<file path="src/rtl/rf_pkg.sv">
// Shared defaults and address-width helper for the register file with
// write-back scoreboard.
package rf_pkg;

   localparam int XLEN_DEF  = 32;
   localparam int NREGS_DEF = 32;

   function automatic int addr_width(input int nregs);
      return $clog2(nregs);
   endfunction

endpackage

</file>
<file path="src/rtl/rf_scoreboard.sv">
// Pending-write tracker: one busy bit per architectural register, set on
// issue and cleared on writeback, with set taking priority on the same edge.
module rf_scoreboard #(
   parameter int NREGS = 32,
   parameter int AW    = 5
) (
   input  logic             clk,
   input  logic             rst,
   input  logic             set_en,
   input  logic [AW-1:0]    set_addr,
   input  logic             clr_en,
   input  logic [AW-1:0]    clr_addr,
   output logic [NREGS-1:0] busy
);

   logic [NREGS-1:0] busy_r;
   logic [NREGS-1:0] busy_nxt_s;

   // Next busy vector; register 0 can never be pending.
   always_comb begin
      busy_nxt_s = busy_r;
      for (int r = 1; r < NREGS; r++) begin
         if (set_en && (set_addr == AW'(r))) begin
            busy_nxt_s[r] = 1'b1;
         end else if (clr_en && (clr_addr == AW'(r))) begin
            busy_nxt_s[r] = 1'b0;
         end else begin
            busy_nxt_s[r] = busy_r[r];
         end
      end
      busy_nxt_s[0] = 1'b0;
   end

   // Busy state register.
   always_ff @(posedge clk) begin
      if (rst) begin
         busy_r <= '0;
      end else begin
         busy_r <= busy_nxt_s;
      end
   end

   assign busy = busy_r;

endmodule

</file>
<file path="src/rtl/regfile_scoreboard.sv">
// Multi-port register file with write-through bypass and a RAW/WAW issue
// gate driven by per-register pending-write bits.
module regfile_scoreboard
   import rf_pkg::*;
#(
   parameter  int XLEN  = XLEN_DEF,
   parameter  int NREGS = NREGS_DEF,
   parameter  int NRD   = 2,
   localparam int AW    = addr_width(NREGS)
) (
   input  logic                clk,
   input  logic                rst,
   input  logic [NRD*AW-1:0]   rd_addr,
   output logic [NRD*XLEN-1:0] rd_data,
   input  logic                wr_en,
   input  logic [AW-1:0]       wr_addr,
   input  logic [XLEN-1:0]     wr_data,
   input  logic                iss_valid,
   input  logic [AW-1:0]       iss_rs1,
   input  logic [AW-1:0]       iss_rs2,
   input  logic [AW-1:0]       iss_rd,
   input  logic                iss_rd_en,
   output logic                iss_ready,
   output logic [NREGS-1:0]    busy
);

   logic [XLEN-1:0]  regs_r [NREGS];
   logic [NREGS-1:0] busy_s;
   logic [NREGS-1:0] wr_hit_s;
   logic [NREGS-1:0] eb_s;
   logic             wr_commit_s;
   logic             fire_s;
   logic             set_en_s;

   assign wr_commit_s = wr_en && (wr_addr != '0);

   // One-hot of the register being written back this cycle.
   always_comb begin
      wr_hit_s = '0;
      for (int r = 1; r < NREGS; r++) begin
         if (wr_en && (wr_addr == AW'(r))) begin
            wr_hit_s[r] = 1'b1;
         end else begin
            wr_hit_s[r] = 1'b0;
         end
      end
   end

   // A writeback landing this cycle already resolves its hazard.
   assign eb_s      = busy_s & ~wr_hit_s;
   assign iss_ready = ~eb_s[iss_rs1] & ~eb_s[iss_rs2] & ~(iss_rd_en & eb_s[iss_rd]);
   assign fire_s    = iss_valid && iss_ready;
   assign set_en_s  = fire_s && iss_rd_en && (iss_rd != '0);

   // Combinational reads with zero register and write-through bypass.
   always_comb begin
      rd_data = '0;
      for (int i = 0; i < NRD; i++) begin
         if (rd_addr[i*AW +: AW] == '0) begin
            rd_data[i*XLEN +: XLEN] = '0;
         end else if (wr_en && (wr_addr == rd_addr[i*AW +: AW])) begin
            rd_data[i*XLEN +: XLEN] = wr_data;
         end else begin
            rd_data[i*XLEN +: XLEN] = regs_r[rd_addr[i*AW +: AW]];
         end
      end
   end

   // Register storage; entry 0 is held at zero.
   always_ff @(posedge clk) begin
      if (rst) begin
         for (int r = 0; r < NREGS; r++) begin
            regs_r[r] <= '0;
         end
      end else if (wr_commit_s) begin
         regs_r[wr_addr] <= wr_data;
      end
   end

   rf_scoreboard #(
      .NREGS (NREGS),
      .AW    (AW)
   ) u_sb (
      .clk      (clk),
      .rst      (rst),
      .set_en   (set_en_s),
      .set_addr (iss_rd),
      .clr_en   (wr_commit_s),
      .clr_addr (wr_addr),
      .busy     (busy_s)
   );

   assign busy = busy_s;

endmodule
</file>
<file path="config.mk">
export PLATFORM = sky130hd
export DESIGN_NAME = regfile_scoreboard
export DESIGN_NICKNAME = d
export VERILOG_FILES = /design/src/rtl/rf_pkg.sv /design/src/rtl/rf_scoreboard.sv /design/src/rtl/regfile_scoreboard.sv
export SDC_FILE = /design/constraint.sdc
export NUM_CORES = 2
export LEC_CHECK = 0
export CORE_MARGIN = 3
export CORE_UTILIZATION = 30
export CTS_CLUSTER_DIAMETER = 30
export DETAILED_ROUTE_END_ITERATION = 10
export SLEW_MARGIN = 20
export SYNTH_ARGS = -nofsm -noshare
export SYNTH_HDL_FRONTEND = slang
export SYNTH_SLANG_ARGS = --single-unit
export TNS_END_PERCENT = 10
</file>
<file path="constraint.sdc">
create_clock -name clk -period 4.1 [get_ports clk]
set_input_delay 1.025 -clock clk [delete_from_list [all_inputs] [get_ports clk]]
set_output_delay 1.025 -clock clk [all_outputs]
set_load 0.05 [all_outputs]
</file>
==> summary.md <==
| Metric | Value |
|---|---|
| Status | `finished, violations left` |
| Failing checks | `negative setup slack` |
| Global-route wire length before repair | `~330 mm` |
| Clock buffer depth | `3` |
| Final Setup Violations | `55` |
| Max Clock Freq | `~230 MHz` |
| CP required | `between 3000 and 4000 ps` |
| Clk Latency, worst-skew pair | `roughly 780 ps` |
| Clk pin slew, worst setup/hold paths | `40 ps` |
| Die ar. | `between 150,000 and 200,000 µm²` |
| WS Path Type | `in2out` |
| Final worst slack | `-183 ps` |
| Drt initial violations | `around 6,600` |
| Drt via density | `just under 6` |
| Nets@finish | `around 4,600` |
| Yosys reg bits | `1,055` |
| Netlist cell types | `71` |
| Slew Viols, Final | `0` |
| Clock buffer count from CTS | `230` |
| Routed WL | `approximately 240 mm` |
| Row Count | `160` |
| Syn avg cell area | `between 10 and 15 µm²` |
| Crit-path cells | `buf_16 > bufbuf_16 > mux4_2 > mux4_2 > nand2_1 > o21ai_1 > buf_4 > nand2_1 > a21oi_4 > buf_6` |
| HPWL after DPL | `137 mm` |
| Core box area | `191,000 µm²` |
| Pin count of the biggest net entering global routing | `55` |
| Die width | `roughly 450 µm` |
| Critical path buffers and inverters | `4` |
| Most common cell after layout, fill and taps aside | `edfxtp_1` |
| Share of layout cells above drive strength 1 | `between 30 and 40%` |
| Final Cycle Share | `104%` |
| Post-synth EDFFs | `slightly above 1,000` |
| Worst path slowest cell | `mux4_2` |
| Setup TNS | `-5400 ps` |
| Worst clock skew | `between 10 and 15 ps` |
| Ys Warns | `0` |
| Top Ports | `around 160` |
| CP endpoint kind | `output port` |
| Commonest cells after routing, fill and taps aside | `edfxtp_1 (1,024), and2_1 (992), mux4_2 (554)` |
| Max layer used | `met5` |
| Post-synthesis cell area | `between 50,000 and 60,000 µm²` |
| All-Layer GR Usage | `a little under a quarter` |
| CP startpoint kind | `primary input` |
| CP delay by family, top | `multiplexers` |
| Main synth FF type | `edfxtp_1` |
| RSZ-0062 raised after global routing | `yes` |
| Pre-antenna DRT Iters | `7` |
| Input/output buffers | `between 150 and 200` |
| Initial Util | `a little under a third` |
| MaxCap Viol Count | `0` |
| Slew HR | `between 20% and 30%` |
| Worst slew pin tran | `about 1100 ps` |
| CP arrival | `3260 ps` |
| Htree depth | `4` |
| Avg WL per Cell | `32.6 µm` |
| Final ANT Viol Nets | `0` |
| Grt total ovfl | `0` |
| Synth Instances | `slightly below 4,000` |
| GPL Wtd Cong | `between 0.8 and 0.9` |
| Via total after detailed routing | `around 42,000` |
| Clock sink total | `approximately 1,100` |
| Hold_ws | `about 510 ps` |
| Syn-to-layout area delta | `34.9%` |
| CP Max Fanout | `8` |
| CTS tree | `built` |
| Ys async rst share | `0%` |
| Pwr dens | `~470 nW/µm²` |
| Leak pwr | `approximately 28 nW` |
| WL met3 | `28.9 mm` |
| Vias in the first global route | `~42,000` |
| VDD IR max | `0.345 mV` |
| DIE HEIGHT | `445 µm` |
| Antenna violations before repair | `24` |
| Hold Crit Class | `reg2reg` |
| Final Hold Viols | `0` |
| Met1 WL | `about 90 mm` |
| Post-synthesis sequential area ratio | `between 50% and 60%` |
| Number of remaining DRC errors | `0` |
| CP peak stage delay | `about 500 ps` |
| Root Buffer | `clkbuf_16` |
| Met2 WL post-DR | `107 mm` |
| Minimum clock period | `roughly 4300 ps` |
## path summary, 6_finish.rpt
path | to | startpoint | slack, ps | depth (start not counted)
max reg2reg | u_sb.busy[29] | u_sb.busy[23] | 1520 | 7
min reg2reg | u_sb.busy[12] | u_sb.busy[12] | 510 | 2
min | u_sb.busy[12] | u_sb.busy[12] | 510 | 2
max | rd_data[13] | rd_addr[0] | -180 | 10
## Yosys cell counts (4+ instances only)
library cell  count  area [µm²]
nand3_1          22         110
o211ai_1         13        97.6
inv_1            23        86.3
nand2b_1         33         206
a221oi_1         21         184
or2_2            19         119
nor4_1            4        25.0
nor3_1           25         125
mux4_2          554       12500
o31ai_1          16         120
or3_1             5        31.3
o221ai_1         11        96.3
mux2_2           27         304
and2_1          993        6210
buf_2            44         220
a211oi_1         90         676
nand3b_1          6        45.0
mux2i_1         155        1550
nor2b_1          21         131
o21bai_1          4        30.0
dfxtp_1          31         621
a21o_1           14         105
xnor2_1           7        61.3
nor2_1          100         375
o21ai_0          30         150
a221o_1           5        50.1
clkbuf_1        347        1300
a311oi_1          8        70.1
nand2_1          68         255
buf_1            42         158
o22ai_1          33         206
xor2_1            9        78.8
nand4_1          15        93.8
edfxtp_1       1024       30700
a21oi_1          48         240
## worst register-to-register path: cells and delay by family, from the launching register on
family | cells | cell delay [ps]
multiplexers | 1 | 500
AO/OA/AOI/OAI | 4 | 1040
buffers and inverters | 1 | 290
AND/OR/NAND/NOR | 1 | 300
flip-flops | 1 | 330
## sequential cells by signal (all words and copies together) (netlist names)
name and count:
regs_r 1024, u_sb.busy 31
## cell families after synthesis
kind of cell	count (synthesis)	share of synthesized area [%]
compound gates	335	4.15
xor+xnor	16	0.242
buf+inv	459	3.10
flops	1055	54.2
mux	736	24.7
other cells	1	0.00647
simple gates	1328	13.6
## metrics by stage
stage | cells | setup WS (ps) | power [W] | utilization, % | area (µm²)
after detailed placement | 6713 | -738 | 0.0178 | 35.6 | 68000
final | 7225 | -183 | 0.0370 | 40.9 | 78100
after global placement | 6713 | -784 | 0.0177 | 35.6 | 68000
after floorplan | 3962 | -147 | 0.0156 | - | 59000
after global routing | 7216 | -238 | 0.0379 | 40.9 | 78100
after CTS | 7202 | -206 | 0.0370 | 40.7 | 77700
## cell type report
cell class                      instances  area (µm²)
Antenna cell                           10        25.0
Clock buffer                          255        5930
Clock inverter                        180        2100
Fill cell                           17276      113000
Inverter                               23        86.3
Multi-Input combinational cell       2448       26600
Sequential cell                      1055       31400
Tap cell                             2511        3140
Timing Repair Buffer                  743        8920
## timing repair
item / in CTS / in global routing
gates cloned: 16 / 1
buffers inserted: 41 / 14
pin swaps: 32 / 23
hold buffers: 0 / 0
endpoints found under the setup margin: 65 / 64
gates resized for setup: 231 / 75
## per-layer routing
metal | GRT usage, % | vias up
met2 | 35.9 | 3208
met3 | 5.98 | 574
li1 | - | 16393
met1 | 31.2 | 21626
met4 | 10.0 | 4
met5 | 0 | -
## power breakdown
group	switching [W]	internal [W]
logic	0.00281	0.00244
registers	0.000297	0.0125
clock network	0.00640	0.0126
No activity file was read; power rests on OpenSTA's default activity.
